File: src/rtl/nvram_upload_server.sv
// HPS upload server for the CMOS NVRAM: packs two 4-bit cells per ioctl byte
// and tracks CPU writes to CMOS so the top level can prompt a save.
module nvram_upload_server #(
    parameter int unsigned CELL_AW      = 10,
    parameter logic [15:0] UPLOAD_INDEX = 16'd4
) (
    input  logic               clk_sys,
    input  logic               reset,
    input  logic               ioctl_upload,
    input  logic [15:0]        ioctl_index,
    input  logic               ioctl_rd,
    input  logic [24:0]        ioctl_addr,
    output logic [7:0]         ioctl_din,
    output logic               ioctl_wait,
    output logic               mem_req,
    output logic [CELL_AW-1:0] mem_addr,
    input  logic               mem_ack,
    input  logic [3:0]         mem_rdata,
    input  logic               cpu_cmos_we,
    output logic               nvram_dirty
);

    localparam int unsigned BW = CELL_AW - 1;

    typedef enum logic [1:0] {
        IDLE,
        FETCH_LO,
        FETCH_HI,
        DONE
    } state_t;

    state_t            state, state_n;
    logic [BW-1:0]     byte_addr, byte_addr_n;
    logic [3:0]        lo, lo_n;
    logic              abort, abort_n;
    logic [7:0]        din_n;
    logic              wait_n;
    logic              req_n;
    logic [CELL_AW-1:0] addr_n;
    logic              dirty_n;

    logic active;
    logic in_range;
    logic ack;

    assign active   = ioctl_upload && (ioctl_index == UPLOAD_INDEX);
    assign in_range = (ioctl_addr[24:BW] == '0);
    assign ack      = mem_ack && mem_req;

    always_ff @(posedge clk_sys) begin
        if (reset) begin
            state       <= IDLE;
            byte_addr   <= '0;
            lo          <= '0;
            abort       <= 1'b0;
            ioctl_din   <= 8'h00;
            ioctl_wait  <= 1'b0;
            mem_req     <= 1'b0;
            mem_addr    <= '0;
            nvram_dirty <= 1'b0;
        end else begin
            state       <= state_n;
            byte_addr   <= byte_addr_n;
            lo          <= lo_n;
            abort       <= abort_n;
            ioctl_din   <= din_n;
            ioctl_wait  <= wait_n;
            mem_req     <= req_n;
            mem_addr    <= addr_n;
            nvram_dirty <= dirty_n;
        end
    end

    always_comb begin
        state_n     = state;
        byte_addr_n = byte_addr;
        lo_n        = lo;
        abort_n     = abort;
        din_n       = ioctl_din;
        wait_n      = ioctl_wait;
        req_n       = mem_req;
        addr_n      = mem_addr;
        dirty_n     = nvram_dirty | cpu_cmos_we;

        case (state)
            IDLE: begin
                abort_n = 1'b0;
                if (ioctl_rd && active) begin
                    if (in_range) begin
                        state_n     = FETCH_LO;
                        byte_addr_n = ioctl_addr[BW-1:0];
                        addr_n      = {ioctl_addr[BW-1:0], 1'b0};
                        req_n       = 1'b1;
                        wait_n      = 1'b1;
                    end else begin
                        din_n = 8'hFF;
                    end
                end
            end

            // An upload that goes inactive still completes the pending handshake,
            // then drops the data and releases the HPS without touching ioctl_din.
            FETCH_LO: begin
                if (!active)
                    abort_n = 1'b1;
                if (ack) begin
                    lo_n = mem_rdata;
                    if (abort || !active) begin
                        state_n = IDLE;
                        req_n   = 1'b0;
                        wait_n  = 1'b0;
                    end else begin
                        state_n = FETCH_HI;
                        addr_n  = {byte_addr, 1'b1};
                    end
                end
            end

            FETCH_HI: begin
                if (!active)
                    abort_n = 1'b1;
                if (ack) begin
                    req_n = 1'b0;
                    if (abort || !active) begin
                        state_n = IDLE;
                        wait_n  = 1'b0;
                    end else begin
                        state_n = DONE;
                        din_n   = {mem_rdata, lo};
                    end
                end
            end

            DONE: begin
                state_n = IDLE;
                wait_n  = 1'b0;
                // A CPU write landing in this same cycle keeps the image dirty.
                if (byte_addr == '1 && !cpu_cmos_we)
                    dirty_n = 1'b0;
            end

            default: state_n = IDLE;
        endcase
    end

endmodule

File: config.mk
export PLATFORM = sky130hd
export DESIGN_NAME = nvram_upload_server
export DESIGN_NICKNAME = d
export VERILOG_FILES = /design/src/rtl/nvram_upload_server.sv
export SDC_FILE = /design/constraint.sdc
export NUM_CORES = 1
export LEC_CHECK = 0
export CAP_MARGIN = 30
export CORE_MARGIN = 2
export CORE_UTILIZATION = 48
export CTS_BUF_LIST = sky130_fd_sc_hd__clkbuf_2
export CTS_CLUSTER_DIAMETER = 120
export DETAILED_ROUTE_END_ITERATION = 8
export PLACE_DENSITY = 0.88
export SETUP_SLACK_MARGIN = 0.2
export SYNTH_ARGS = -nofsm -noshare
export SYNTH_HDL_FRONTEND = slang
export SYNTH_SLANG_ARGS = --single-unit
File: constraint.sdc
create_clock -name clk_sys -period 2.78 [get_ports clk_sys]
set_input_delay 0.556 -clock clk_sys [delete_from_list [all_inputs] [get_ports clk_sys]]
set_output_delay 0.556 -clock clk_sys [all_outputs]
set_load 0.02 [all_outputs]
==> flow_summary.toml, run 1 <==
[routing]
via_per_inst = 5.380
vias = 1684
drtIter0Drc = 64
antenna_left = 0
wire_per_inst_um = 13.62
drt_pass1_iterations = 4
drc = 0
wirelength_mm = 4.262

[die]
initial_core_util_pct = 51.43
die_h_um = 64.50
die_w_um = 64.50
die_area_um2 = 4160
core_region_area_um2 = 3416
rows = 21
pin_count = 72

[clock_tree]
post_cts_resized = 0
ctsHoldBuffers = 0
clockRootBuffer = "clkbuf_2"
clk_latency_ns = 0.39
cts.path.max_buffers = 2
cts.clk_slew.worst_paths_ns = 0.19
postCtsSetupRepairBufs = 0
cts_tree = "built"
cts_sinks = 37
cts-buffers-inserted = 5
htreeDepth = 2

[critical_path]
regToRegStartpoint = "state[1]"
crit_chain = "clkdlybuf4s50_1 > nor4b_1 > nand2_1 > nor4_4 > nand4_1 > nor2_1 > nor3_1"
worstPathArrival_ns = 2.57
slowest_stage = "clkdlybuf4s50_1"
reg2reg_depth = 7
cp_max_fo = 8
cp-start-kind = "input port"
end_kind = "flip-flop"
path_class = "input port to flip-flop"
critPathRequiredTime_ns = 3.08
slowest_delay_ns = 0.42
reg2reg_slack_ns = 0.54
worst_r2r_endpoint = "mem_req"

[synthesis]
synthAdderAreaFrac_pct = 2.849
syn_inst = 192
synth-compound-area-share_pct = 9.402
syn_area_per_cell_um2 = 9.149
ys_warn_count = 0
synthesis.nets = 247
synth_top_family_by_area = "simple AND/OR/NAND/NOR gates"
ys_top_cells_by_area = "dfxtp_1, mux2i_1, nor2_1"
ys.flop_type = "dfxtp_1"
ys_types = 33
synth-seq-cells = 37
synth_xor_area_share_pct = 0
seq_area_frac_synth_pct = 42.17
synth_edf_count = 0
synthMuxAreaShare_pct = 18.87
synth-simple-area-share_pct = 23.29
async_reset_ff_share_pct = 0
netlist_top_cells_count = "dfxtp_1, nor2_1, mux2i_1"
synth_top_cell_area_share_pct = 42.17
yosysTopAreaCell = "dfxtp_1"
syn_area_um2 = 1757

[global_route]
grt_first_pass_wirelength_mm = 6.686
grt_antenna_before_repair = 0
overflow = 0
track_usage_pct = 20.71
grt_max_degree = 38
grt_pass1_vias = 1478

[place]
routabilityCongestion = 0.7983
dpl_cell_area_um2 = 2519
dp_hpwl_mm = 3.128
port_buffers = 71
dp_slack_ns = 0.09749
dp_cells = 305

[timing]
fin_tns_setup_ns = 0
finalCriticalPeriod_ns = 2.274
hold_viol = 0
worstMarginPinSlew_ns = 0.6979
finalCritPeriodShare_pct = 81.79
relSlewSlack_pct = 53.48
setup_viol = 0
grt_setup_unrepaired = "no"
skew_ns = 0.01806
setup_ws_ns = 0.5061
max_freq_mhz = 439.8
final_max_slew_viol_count = 0

[worst_hold_path]
worstHoldPathType = "flip-flop to flip-flop"
min_path_cells = 2
hold_start = "lo[0]"
hold_end = "ioctl_din[0]"

[cells_and_area]
syn_to_final_growth_pct = 45.51
fillerInstances = 261
drive_above_1_share_pct = 8.989
nets = 321
design_area_um2 = 2556
diodes = 0
layout.cells.non_filler = 313

[power_and_ir_drop]
power_uw = 866.4
p_leak_nw = 0.9846
ir_worst_vdd_mv = 0.3521
cellPowerDensity_nw_per_um2 = 338.9

[status]
status = "finished clean"

[flow_run]
drv_cap = 0
-- worst max-delay path: cells and delay by family --
family,cells,cell delay (ns)
AND/OR/NAND/NOR,6,1.59
buffers and inverters,1,0.42
-- metrics by stage --
stage               hold WS, ns  util (%)
CTS                      0.5027     74.84
floorplan                0.4641         -
detailed placement       0.4787     73.74
finish                   0.5013     74.84
global placement         0.4660     73.74
global route             0.5277     74.84
-- per-layer routing --
layer,wire length (um),track usage (%)
met5,0,0
met4,55,7.447
met3,287,6.424
met2,2003,34.24
met1,1916,25.47
-- logic make-up (layout without fill, tap and decap cells) --
| family | Yosys count | after routing |
|---|---|---|
| AOI/OAI and AO/OA | 28 | 28 |
| adders and majority gates | 4 | 4 |
| buffers and inverters | 13 | 88 |
| DFF | 37 | 37 |
| muxes | 32 | 32 |
| and+or+nand+nor | 78 | 78 |
-- final cells by class --
class | count | area, um^2 | share of cell area, %
repair buffers | 75 | 740.7 | 28.98
clock inverters | 3 | 12.51 | 0.4895
multi-input cells | 142 | 960.9 | 37.59
inverters | 5 | 18.77 | 0.7342
clock buffers | 5 | 25.02 | 0.9790
well taps | 46 | 57.56 | 2.252
flip-flops and latches | 37 | 740.7 | 28.98
-- state kept, by name, summed over array words and instances (netlist names) --
register     count
abort            1
byte_addr        9
ioctl_din        8
ioctl_wait       1
lo               4
mem_addr        10
mem_req          1
nvram_dirty      1
state            2
-- power breakdown --
group	leakage [nW]	internal [mW]	switching, mW
Clock	0.0278	0.0550	0.172
Sequential	0.298	0.532	0.000504
Combinational	0.659	0.0743	0.0322
-- worst max-delay path by stage --
stage                   startpoint           end  slack, ns
global placement    ioctl_index[3]  ioctl_din[6]       0.18
CTS                 ioctl_index[3]  ioctl_din[2]       0.53
floorplan           ioctl_index[4]  byte_addr[2]       0.89
global route        ioctl_index[4]  ioctl_din[2]       0.37
detailed placement  ioctl_index[3]  ioctl_din[2]        0.1
finish              ioctl_index[3]  ioctl_din[2]       0.51
-- layout by cell type, fill, tap and decap left out, types with 5 or more instances in the layout --
| cell | Yosys | routed |
|---|---|---|
| a31oi_1 | 9 | 9 |
| clkdlybuf4s50_1 | 0 | 71 |
| clkbuf_2 | 0 | 5 |
| dfxtp_1 | 37 | 37 |
| nand2_1 | 7 | 7 |
| nor2_1 | 37 | 37 |
| mux2_2 | 9 | 9 |
| a21oi_1 | 7 | 7 |
| nor3_1 | 10 | 9 |
| o21ai_0 | 5 | 5 |
| mux2i_1 | 23 | 23 |
| inv_1 | 5 | 5 |
| nor4_1 | 5 | 5 |
Power figures use the tool's default switching activity.
==> run 2: changes to the inputs <==
Settings changed: CORE_UTILIZATION 48 to 40, PLACE_DENSITY 0.88 to 0.78.
Clock period 2.78 ns to 1.85 ns, I/O delays scaled along.
==> flow_summary.toml, run 2 (synthesis results as in run 1) <==
[status]
status = "finished clean"

[clock_tree]
cts.path.max_buffers = 2
htreeDepth = 2
ctsHoldBuffers = 0
cts-buffers-inserted = 5
cts.clk_slew.worst_paths_ns = 0.19
cts_sinks = 37
clk_latency_ns = 0.38
clockRootBuffer = "clkbuf_2"
cts_tree = "built"

[timing]
relSlewSlack_pct = 81.41
setup_ws_ns = 0.2206
hold_viol = 0
grt_setup_unrepaired = "yes"
worstMarginPinSlew_ns = 0.2759
skew_ns = 0.02250
setup_viol = 0
final_max_slew_viol_count = 0
finalCritPeriodShare_pct = 88.08
max_freq_mhz = 613.7
fin_hold_ws_ns = 0.5093
finalCriticalPeriod_ns = 1.629

[routing]
wirelength_mm = 5.248
wire_per_inst_um = 15.17
drc = 0
drtIter0Drc = 164
vias = 1854
drt_pass1_iterations = 4
via_per_inst = 5.358
antenna_left = 0

[die]
die_area_um2 = 4938
initial_core_util_pct = 40.91
pin_count = 72
rows = 24
die_h_um = 70.27
die_w_um = 70.27
core_region_area_um2 = 4294

[critical_path]
cp-start-kind = "flip-flop"
critPathRequiredTime_ns = 2.14
worstPathArrival_ns = 1.92
end_kind = "flip-flop"
cp_max_fo = 6
path_class = "flip-flop to flip-flop"

[flow_run]
drv_cap = 0

[cells_and_area]
diodes = 0
most-common-layout-cells = "nor2_1, dfxtp_1, dlygate4sd2_1"
syn_to_final_growth_pct = 70.44
nets = 348
largest_reg_flops = 10
top_register = "mem_addr"
design_area_um2 = 2994
drive_above_1_share_pct = 32.99
top_regs = "mem_addr x10, byte_addr x9, ioctl_din x8"

[place]
dpl_cell_area_um2 = 2688
routabilityCongestion = 0.7989
dp_hpwl_mm = 3.276
dp_slack_ns = -0.3847
port_buffers = 71

[global_route]
grt_antenna_before_repair = 0
track_usage_pct = 19.87
grt_first_pass_wirelength_mm = 7.962
grt_max_degree = 38
grt_pass1_vias = 1753
overflow = 0

[worst_hold_path]
worstHoldPathType = "flip-flop to flip-flop"

[power_and_ir_drop]
cellPowerDensity_nw_per_um2 = 441.0
p_leak_nw = 1.337
ir_worst_vdd_mv = 0.3818
run 2: changes by cell type in the layout (fill, tap and decap cells not counted), sizes merged:
| cell | previous run | this run |
|---|---|---|
| clkdlybuf4s50 | 71 | 17 |
| buf | 4 | 34 |
| dlygate4sd2 | 0 | 29 |
| clkbuf | 5 | 16 |
| clkdlybuf4s15 | 0 | 9 |
| dlymetal6s2s | 0 | 2 |
run 2: metrics by stage:
step / total power [mW] / setup TNS [ns] / utilization, % / cells
2_1_floorplan: 0.8560 / 0 / - / 192
3_3_place_gp: 0.9883 / -9.241 / 62.59 / 324
3_5_place_dp: 0.9904 / -9.498 / 62.59 / 324
4_1_cts: 1.308 / 0 / 65.91 / 340
5_1_grt: 1.370 / 0 / 69.73 / 346
6_report: 1.320 / 0 / 69.73 / 346
run 2: what timing repair did:
item / 4_1_cts / 5_1_grt
pin swaps: 18 / 22
setup endpoints to repair: 52 / 31
cloned: 2 / 0
resized for setup: 71 / 71
setup buffers: 6 / 6
run 2: routing by layer:
layer | up-vias | global-route usage [%] | wire, um
met4 | 0 | 7.265 | 104
li1 | 904 | - | -
met3 | 13 | 4.329 | 295
met2 | 66 | 34.49 | 2605
met5 | - | 0 | 0
met1 | 871 | 23.94 | 2242
run 2: cell type report:
class                   count  area [um^2]
flip-flops and latches     37        747.0
fillers                   333         1300
well taps                  52        65.06
multi-input cells         142         1172
clock inverters             3        12.51
inverters                   5        18.77
clock buffers               5        25.02
repair buffers            102        953.4
run 2: critical path, stage by stage, from the launching register on:
cell and delay (ns):
dfxtp_4 0.40, inv_2 0.08, ha_4 0.19, inv_2 0.07
buf_4 0.15, nand2_1 0.10, o21ai_4 0.08, buf_4 0.15
nand2b_1 0.14, a21oi_1 0.17
run 2: where the power goes:
| part | switching [mW] | internal [mW] | total, mW |
|---|---|---|---|
| sequential | 0.000812 | 0.798 | 0.799 |
| combinational | 0.0734 | 0.105 | 0.178 |
| clock | 0.261 | 0.0828 | 0.343 |
run 2: final timing paths:
| check | from | endpoint | slack (ns) | depth (start not counted) |
|---|---|---|---|---|
| hold / removal | lo[0] | ioctl_din[0] | 0.51 | 2 |
| setup / recovery | state[0] | state[1] | 0.22 | 9 |
| hold reg to reg | lo[0] | ioctl_din[0] | 0.51 | 2 |
| setup reg to reg | state[0] | state[1] | 0.22 | 9 |
==> run 3: changes to the inputs <==
Settings changed: CORE_UTILIZATION 40 to 44, PLACE_DENSITY 0.78 to 0.82.
Clock period 1.85 ns to 1.8 ns, I/O delays scaled along.
==> flow_summary.toml, run 3 (synthesis results as in run 1) <==
[routing]
vias = 1954
drc = 0
via_per_inst = 5.631
drt_pass1_iterations = 4
wire_per_inst_um = 16.84
wirelength_mm = 5.844
antenna_left = 0
drtIter0Drc = 126

[global_route]
track_usage_pct = 24.17
grt_first_pass_wirelength_mm = 8.245
overflow = 0
grt_antenna_before_repair = 1
grt_max_degree = 38
grt_pass1_vias = 1772

[clock_tree]
clk_latency_ns = 0.40
cts_sinks = 37
clockRootBuffer = "clkbuf_2"
cts_tree = "built"
htreeDepth = 2
cts.clk_slew.worst_paths_ns = 0.19
cts-buffers-inserted = 5
cts.path.max_buffers = 2

[cells_and_area]
drive_above_1_share_pct = 33.56
fillerInstances = 245
largest_reg_flops = 10
nets = 352
top_register = "mem_addr"
most-common-layout-cells = "nor2_1, dfxtp_1, dlygate4sd2_1"
syn_to_final_growth_pct = 71.58
utilization_pct = 80.51
top_regs = "mem_addr x10, byte_addr x9, ioctl_din x8"

[critical_path]
end_kind = "flip-flop"
path_class = "input port to flip-flop"
critPathRequiredTime_ns = 2.11
cp_max_fo = 4
worstPathArrival_ns = 1.99
cp-start-kind = "input port"

[die]
die_h_um = 67.19
die_w_um = 67.19
initial_core_util_pct = 46.93
core_region_area_um2 = 3744
die_area_um2 = 4514
rows = 22
pin_count = 72

[place]
port_buffers = 71
routabilityCongestion = 0.7567
dp_hpwl_mm = 3.455

[power_and_ir_drop]
ir_worst_vdd_mv = 0.3516
combPwrFrac_pct = 12.8
p_sw_share_pct = 26.24
cellPowerDensity_nw_per_um2 = 457.0
seqPwrFrac_pct = 59.6
cellInternalPower_mw = 1.016
power_frac_clock_pct = 27.6
switchingPower_uw = 361.5
p_leak_nw = 1.351

[timing]
final_max_slew_viol_count = 0
worstMarginPinSlew_ns = 0.3326
grt_setup_unrepaired = "yes"
max_freq_mhz = 596.6
finalCriticalPeriod_ns = 1.676
setup_viol = 0
finalCritPeriodShare_pct = 93.12
fin_hold_ws_ns = 0.5114
hold_viol = 0
skew_ns = 0.01478
relSlewSlack_pct = 77.83

[flow_run]
drv_cap = 0

[status]
status = "finished clean"

[worst_hold_path]
worstHoldPathType = "flip-flop to flip-flop"
[run 3: cell count changes in the layout (fill, tap and decap cells not counted), moves of 2 or more]
cell,previous run,this run
o21ai_2,1,4
o21ai_4,2,0
clkinv_1,2,0
clkbuf_16,0,2
buf_4,22,25
clkdlybuf4s15_1,9,14
buf_6,7,5
nor4_4,5,1
nor4_2,1,5
buf_16,2,0
nand3_2,2,0
[run 3: area by class of cell]
cell class	count	area, um^2	share of cell area, %
Timing Repair Buffer	106	979.7	32.50
Clock buffer	5	25.02	0.8302
Inverter	5	21.27	0.7057
Clock inverter	3	17.52	0.5812
Tap cell	48	60.06	1.993
Antenna cell	1	2.502	0.08302
Sequential cell	37	747.0	24.78
Multi-Input combinational cell	142	1161	38.52
[run 3: repair_timing]
| action | 4_1_cts | 5_1_grt |
|---|---|---|
| setup buffers | 9 | 6 |
| hold buffers | 0 | 0 |
| gates resized for setup | 85 | 52 |
| pin swaps | 23 | 28 |
| cloned | 1 | 1 |
| endpoints found under the setup margin | 52 | 31 |
[run 3: final timing paths]
path,start,end,slack (ns),cells after the start
max,ioctl_index[10],byte_addr[1],0.12,11
min,lo[3],ioctl_din[3],0.51,2
max reg2reg,state[1],mem_req,0.18,8
min reg2reg,lo[3],ioctl_din[3],0.51,2
[run 3: stage by stage]
step	setup TNS, ns	worst slack [ns]	instance area (um^2)	power, mW	std cells
after global routing	0	0.05869	3014	1.422	347
final	0	0.1238	3014	1.378	347
after global placement	-10.50	-0.3575	2691	1.017	321
after detailed placement	-12.03	-0.4391	2691	1.020	321
after floorplan	0	0.1233	1789	0.8797	192
after CTS	0	0.1543	2854	1.367	339
[run 3: worst max-delay path, cell delays in order]
cell and delay, ns:
clkdlybuf4s15_1 0.18, nor2_2 0.14, buf_4 0.12, buf_4 0.09
buf_4 0.10, nand3_4 0.10, nor3_4 0.29, nand3_4 0.14
clkbuf_16 0.19, mux2i_1 0.20, nor2_1 0.08
[run 3: layer usage]
layer	global-route usage [%]	share of wire, %	up-vias
met5	0	0	-
met4	7.143	5.5	0
met3	5.667	8.7	29
met2	43.69	50	114
met1	28.27	36	898
li1	-	-	913
[run 3: power groups by stage]
stage	Clock (mW)	Combinational [mW]	Sequential, mW
5_1_grt	0.411	0.188	0.822
2_1_floorplan	0	0.0385	0.841
3_3_place_gp	0	0.178	0.839
3_5_place_dp	0	0.180	0.839
4_1_cts	0.381	0.165	0.821
6_report	0.380	0.176	0.821
